===== config.mk =====
export PLATFORM = sky130hd
export DESIGN_NAME = dmem_port_arbiter
export DESIGN_NICKNAME = d
export VERILOG_FILES = /design/src/rtl/dmem_port_arbiter.sv
export SDC_FILE = /design/constraint.sdc
export NUM_CORES = 1
export LEC_CHECK = 0
export ABC_AREA = 1
export CAP_MARGIN = 30
export CELL_PAD_IN_SITES_DETAIL_PLACEMENT = 1
export CELL_PAD_IN_SITES_GLOBAL_PLACEMENT = 1
export CORE_ASPECT_RATIO = 1.4
export CORE_MARGIN = 5
export CORE_UTILIZATION = 16
export DETAILED_ROUTE_END_ITERATION = 8
export PLACE_DENSITY_LB_ADDON = 0.1
export RECOVER_POWER = 100
export SLEW_MARGIN = 20
export SYNTH_ARGS = -nofsm -noshare
export SYNTH_HDL_FRONTEND = slang
export SYNTH_SLANG_ARGS = --single-unit

===== constraint.sdc =====
create_clock -name clk -period 1.5 [get_ports clk]
set_clock_uncertainty 0.1 [all_clocks]
set_input_delay 0.15 -clock clk [delete_from_list [all_inputs] [get_ports clk]]
set_output_delay 0.15 -clock clk [all_outputs]
set_load 0.02 [all_outputs]

===== src/rtl/dmem_port_arbiter.sv =====
`default_nettype none
// ============================================================================
// Module      : dmem_port_arbiter
// Description : Shares the single data-memory port between the MEM stage and
//               a debug/loader requester. The CPU has fixed priority; a
//               starvation counter forces a debug grant after MAX_WAIT lost
//               cycles, and the CPU is stalled for that one cycle.
// Revision    : 1.0 - initial release
// ============================================================================
module dmem_port_arbiter #(
  parameter int DATA_W     = 32,
  parameter int DM_ADDRESS = 9,
  parameter int MAX_WAIT   = 8
) (
  input  logic                  clk,
  input  logic                  reset,
  input  logic                  cpu_rd,
  input  logic                  cpu_wr,
  input  logic [DM_ADDRESS-1:0] cpu_addr,
  input  logic [DATA_W-1:0]     cpu_wdata,
  input  logic [2:0]            cpu_funct3,
  output logic [DATA_W-1:0]     cpu_rdata,
  output logic                  cpu_stall,
  input  logic                  dbg_req,
  input  logic                  dbg_we,
  input  logic [DM_ADDRESS-1:0] dbg_addr,
  input  logic [DATA_W-1:0]     dbg_wdata,
  output logic                  dbg_gnt,
  output logic                  dbg_rvalid,
  output logic [DATA_W-1:0]     dbg_rdata,
  output logic                  mem_rd,
  output logic                  mem_wr,
  output logic [DM_ADDRESS-1:0] mem_addr,
  output logic [DATA_W-1:0]     mem_wdata,
  output logic [2:0]            mem_funct3,
  input  logic [DATA_W-1:0]     mem_rdata
);

  localparam int                c_CNT_W    = $clog2(MAX_WAIT + 1);
  localparam logic [c_CNT_W-1:0] c_WAIT_MAX = c_CNT_W'(MAX_WAIT);
  localparam logic [2:0]        c_F3_WORD  = 3'b010;

  typedef enum logic [0:0] {
    S_IDLE  = 1'b0,
    S_DRESP = 1'b1
  } state_t;

  state_t             r_state;
  state_t             w_state_nxt;
  logic [c_CNT_W-1:0] r_wait_cnt;
  logic               w_cpu_act;
  logic               w_force;
  logic               w_dbg_sel;
  logic               w_dbg_rd_gnt;

  // Grant decision: debug wins when the CPU is idle or when it has waited too long
  always_comb begin
    w_cpu_act    = cpu_rd | cpu_wr;
    w_force      = dbg_req && (r_wait_cnt == c_WAIT_MAX);
    w_dbg_sel    = dbg_req && (!w_cpu_act || w_force);
    w_dbg_rd_gnt = w_dbg_sel && !dbg_we;
    dbg_gnt      = w_dbg_sel;
    cpu_stall    = w_cpu_act && w_dbg_sel;
  end

  // Memory port mux; CPU load data is zeroed in cycles the debug side owns the port
  always_comb begin
    mem_rd     = cpu_rd;
    mem_wr     = cpu_wr;
    mem_addr   = cpu_addr;
    mem_wdata  = cpu_wdata;
    mem_funct3 = cpu_funct3;
    cpu_rdata  = mem_rdata;
    if (w_dbg_sel) begin
      mem_rd     = !dbg_we;
      mem_wr     = dbg_we;
      mem_addr   = dbg_addr;
      mem_wdata  = dbg_wdata;
      mem_funct3 = c_F3_WORD;
      cpu_rdata  = '0;
    end
  end

  // Starvation counter: counts consecutive lost cycles, saturating as a safety net
  always_ff @(posedge clk or posedge reset) begin
    if (reset) begin
      r_wait_cnt <= '0;
    end else if (!dbg_req || dbg_gnt) begin
      r_wait_cnt <= '0;
    end else if (r_wait_cnt != c_WAIT_MAX) begin
      r_wait_cnt <= r_wait_cnt + 1'b1;
    end
  end

  // Response FSM state register
  always_ff @(posedge clk or posedge reset) begin
    if (reset) begin
      r_state <= S_IDLE;
    end else begin
      r_state <= w_state_nxt;
    end
  end

  // Next state: every read grant (including back-to-back ones) lands in DRESP
  always_comb begin
    w_state_nxt = S_IDLE;
    case (r_state)
      S_IDLE:  w_state_nxt = w_dbg_rd_gnt ? S_DRESP : S_IDLE;
      S_DRESP: w_state_nxt = w_dbg_rd_gnt ? S_DRESP : S_IDLE;
      default: w_state_nxt = S_IDLE;
    endcase
  end

  // Read data is captured from the combinational memory read at the grant edge
  always_ff @(posedge clk or posedge reset) begin
    if (reset) begin
      dbg_rdata <= '0;
    end else if (w_dbg_rd_gnt) begin
      dbg_rdata <= mem_rdata;
    end
  end

  assign dbg_rvalid = (r_state == S_DRESP);

endmodule
`default_nettype wire


==> results.yml <==
outcome:
  status: "finished with violations"
  violations: "setup timing"
clock_tree:
  cts.sinks: 37
  holdBufCountCts: 0
  htreeDepth: 2
  insertion_delay_ns: 0.28
  cts_buffer_depth: 2
  cts_tree: "yes"
  clkTransAtPathRegs_ns: 0.06
  cts_buffers: 5
  cts-root-buf: "clkbuf_16"
yosys:
  synthAdderAreaFrac_pct: 1.04
  synth_area_per_cell_sq_um: 6.26
  synth-compound-area-share_pct: 0.783
  synth_seq_cells: 37
  syn_area_sq_um: 2400
  synth_mux_area_share_pct: 0
  synth_top_family_by_area: "simple AND/OR/NAND/NOR gates"
  ys.flop_type: "dfrtp_1"
  syn_nets: 508
  synth_xor_area_share_pct: 0.731
  synth-seq-area-share_pct: 38.6
  ys_warn_count: 0
  synth_cell_types: 21
  synth-edff-count: 0
  async_reset_ff_share_pct: 100
  synthSimpleGateAreaFrac_pct: 46.3
  postSynthCellCount: 383
worst_setup_path:
  cp_data_required_time_ns: 1.25
  slowest_stage: "dfrtp_1"
  end_kind: "output pin"
  critPathBufInv: 6
  timing.critical_path.to: "mem_wdata[14]"
  r2r_slack_ns: -0.43
  crit_path_start: "r_wait_cnt[0]$_DFFE_PP0P_"
  crit_family: "buffers and inverters"
  crit_cells: 12
  cp_cell_sequence: "inv_1 > ha_2 > nand2_2 > inv_2 > nand2_4 > a21oi_4 > buf_12 > buf_8 > clkbuf_16 > nand2_2 > nand2_2 > buf_6"
  crit_arrival_ns: 1.90
  reg2reg_to: "dbg_rdata[17]$_DFFE_PP0P_"
  crit_type: "flip-flop to output pin"
  rr_startpoint: "r_wait_cnt[0]$_DFFE_PP0P_"
  crit_top_cell: "nand2_2"
  worstSetupStartpointType: "flip-flop"
  max_stage_delay_ns: 0.38
  path_max_fanout: 6
  reg2reg_depth: 14
power_and_ir_drop:
  p_per_area_nw_per_um2: 674
  p_switching_mw: 1.61
  internal-power_mw: 2.87
  p_clk_share_pct: 23.0
  p_comb_share_pct: 48.7
  pwr-share-seq_pct: 28.3
  p_leak_nw: 3.32
  finalPower_mw: 4.48
  netSwitchingFraction_pct: 35.9
  irDropWorstVdd_v: 0.000358
drt:
  antenna_left: 0
  first_pass_iters: 4
  routed_wl_microns: 14300
  vias: 3634
  wl_per_cell_microns: 16.3
  post-route-drc-count: 0
  via_per_inst: 4.14
  drt_iter0_drc: 78
place:
  numPortBuffers: 235
  placed_cells: 837
  dp_hpwl_microns: 10300
  dp_slack_ns: -0.839
  gp_congestion: 0.818
finish:
  drive_gt1_share_pct: 45.5
  layout_commonest_cell: "clkdlybuf4s50_1"
  nets: 810
  final_util_pct: 44.7
  syn_to_final_growth_pct: 177
  num_antenna_cells: 0
  mostFrequentLayoutCells: "clkdlybuf4s50_1 (120), nand2_1 (99), nand2_2 (88), buf_6 (80), buf_4 (49)"
  fin_cells: 878
sta:
  finalMaxSlewViolations: 0
  timing.slew.headroom_pct: 68.3
  setup_violations: 113
  hold_viol_final: 0
  timing.fmax_mhz: 466
  timing.final.ws_setup_ns: -0.647
  tightest_slew_ns: 0.475
  holdWs_ns: 0.132
  fin_crit_sh_pct: 143
  rsz0062_at_grt: "yes"
  fin_crit_ns: 2.15
flow_run:
  max-cap-violations: 0
global_routing:
  grtUsageTotal_pct: 15.2
  grt_max_degree: 35
  antenna_found_initial: 0
  first_global_vias: 3934
  grt_overflow: 0
  grt_pass1_wl_microns: 21100
die:
  std_cell_rows: 53
  core_area_sq_um: 14900
  die_w_microns: 113
  die_y_microns: 155
  pin_count: 236
  start_util_pct: 16.1
  die_area_sq_um: 17600
worst_hold_path:
  hold_path.class: "primary input to async pin"
-- synth_stat cells (2+ instances only) --
master / n / share of area, %
buf_2: 14 / 2.9
buf_4: 4 / 1.3
clkbuf_1: 6 / 0.94
dfrtp_1: 37 / 39
ha_1: 2 / 1.0
inv_1: 42 / 6.6
nand2_1: 193 / 30
nand2_2: 2 / 0.52
nand3_1: 2 / 0.42
nand4_1: 32 / 8.4
nor2_1: 39 / 6.1
-- power by group through the flow --
stage | clock, mW | sequential, mW | combinational (mW)
after floorplan | 0 | 1.48 | 0.687
after global placement | 0 | 1.27 | 2.08
after detailed placement | 0 | 1.28 | 2.10
after CTS | 1.07 | 1.26 | 2.02
after global routing | 1.12 | 1.29 | 2.34
final | 1.03 | 1.27 | 2.18
-- stage by stage --
step | setup TNS (ns) | cell area [sq um]
floorplan | -6.12 | 2790
global placement | -67.25 | 5670
detailed placement | -70.30 | 5670
CTS | -60.81 | 6000
global route | -71.88 | 6640
finish | -61.39 | 6640
-- registers in the layout, indices dropped and copies added (netlist names) --
register    cells
dbg_rvalid      1
r_wait_cnt      4
dbg_rdata      32
-- final cells by class --
cell class	count	area (sq um)
Clock buffer	5	125
Clock inverter	3	17.5
Fill cell	1767	8210
Inverter	44	165
Multi-Input combinational cell	277	1740
Sequential cell	37	926
Tap cell	192	240
Timing Repair Buffer	320	3430
-- worst min path at each step --
stage            startpoint                       end  depth (start not counted)
2_1_floorplan  mem_rdata[0]  dbg_rdata[0]$_DFFE_PP0P_                          2
3_3_place_gp          reset  dbg_rdata[4]$_DFFE_PP0P_                          2
3_5_place_dp          reset  dbg_rdata[4]$_DFFE_PP0P_                          2
4_1_cts               reset  dbg_rdata[4]$_DFFE_PP0P_                          2
5_1_grt               reset  dbg_rdata[4]$_DFFE_PP0P_                          2
6_report              reset  dbg_rdata[4]$_DFFE_PP0P_                          2
-- cell families (layout without fill, tap and decap cells) --
family                   count (synthesis)  in the layout
buffers and inverters                   69            372
AO/OA/AOI/OAI                            3              3
AND/OR/NAND/NOR                        270            270
flip-flops                              37             37
XOR/XNOR                                 2              2
adder cells (fa/ha/maj)                  2              2
-- worst reg2reg max path: cells and delay by family, from the launching register on --
| kind | cells | cell delay, ns |
|---|---|---|
| DFF | 1 | 0.38 |
| buffers and inverters | 7 | 0.81 |
| adders and majority gates | 1 | 0.16 |
| and+or+nand+nor | 6 | 0.38 |
-- what timing repair did --
action / in CTS / in global routing
gates resized for setup: 396 / 212
buffers inserted: 15 / 7
pin swaps: 1 / 7
cloned: 4 / 9
hold endpoints to repair: 0 / 0
endpoints found under the setup margin: 142 / 117
-- metal layers --
metal  global-route usage [%]  wire length [microns]  vias up
met3                     7.63                   1670        7
met5                        0                      0        -
met4                     3.78                    144        0
met2                     26.6                   7360      167
li1                         -                      -     1769
met1                     16.2                   5110     1691
Note: power is estimated with default switching activity, not from simulation.
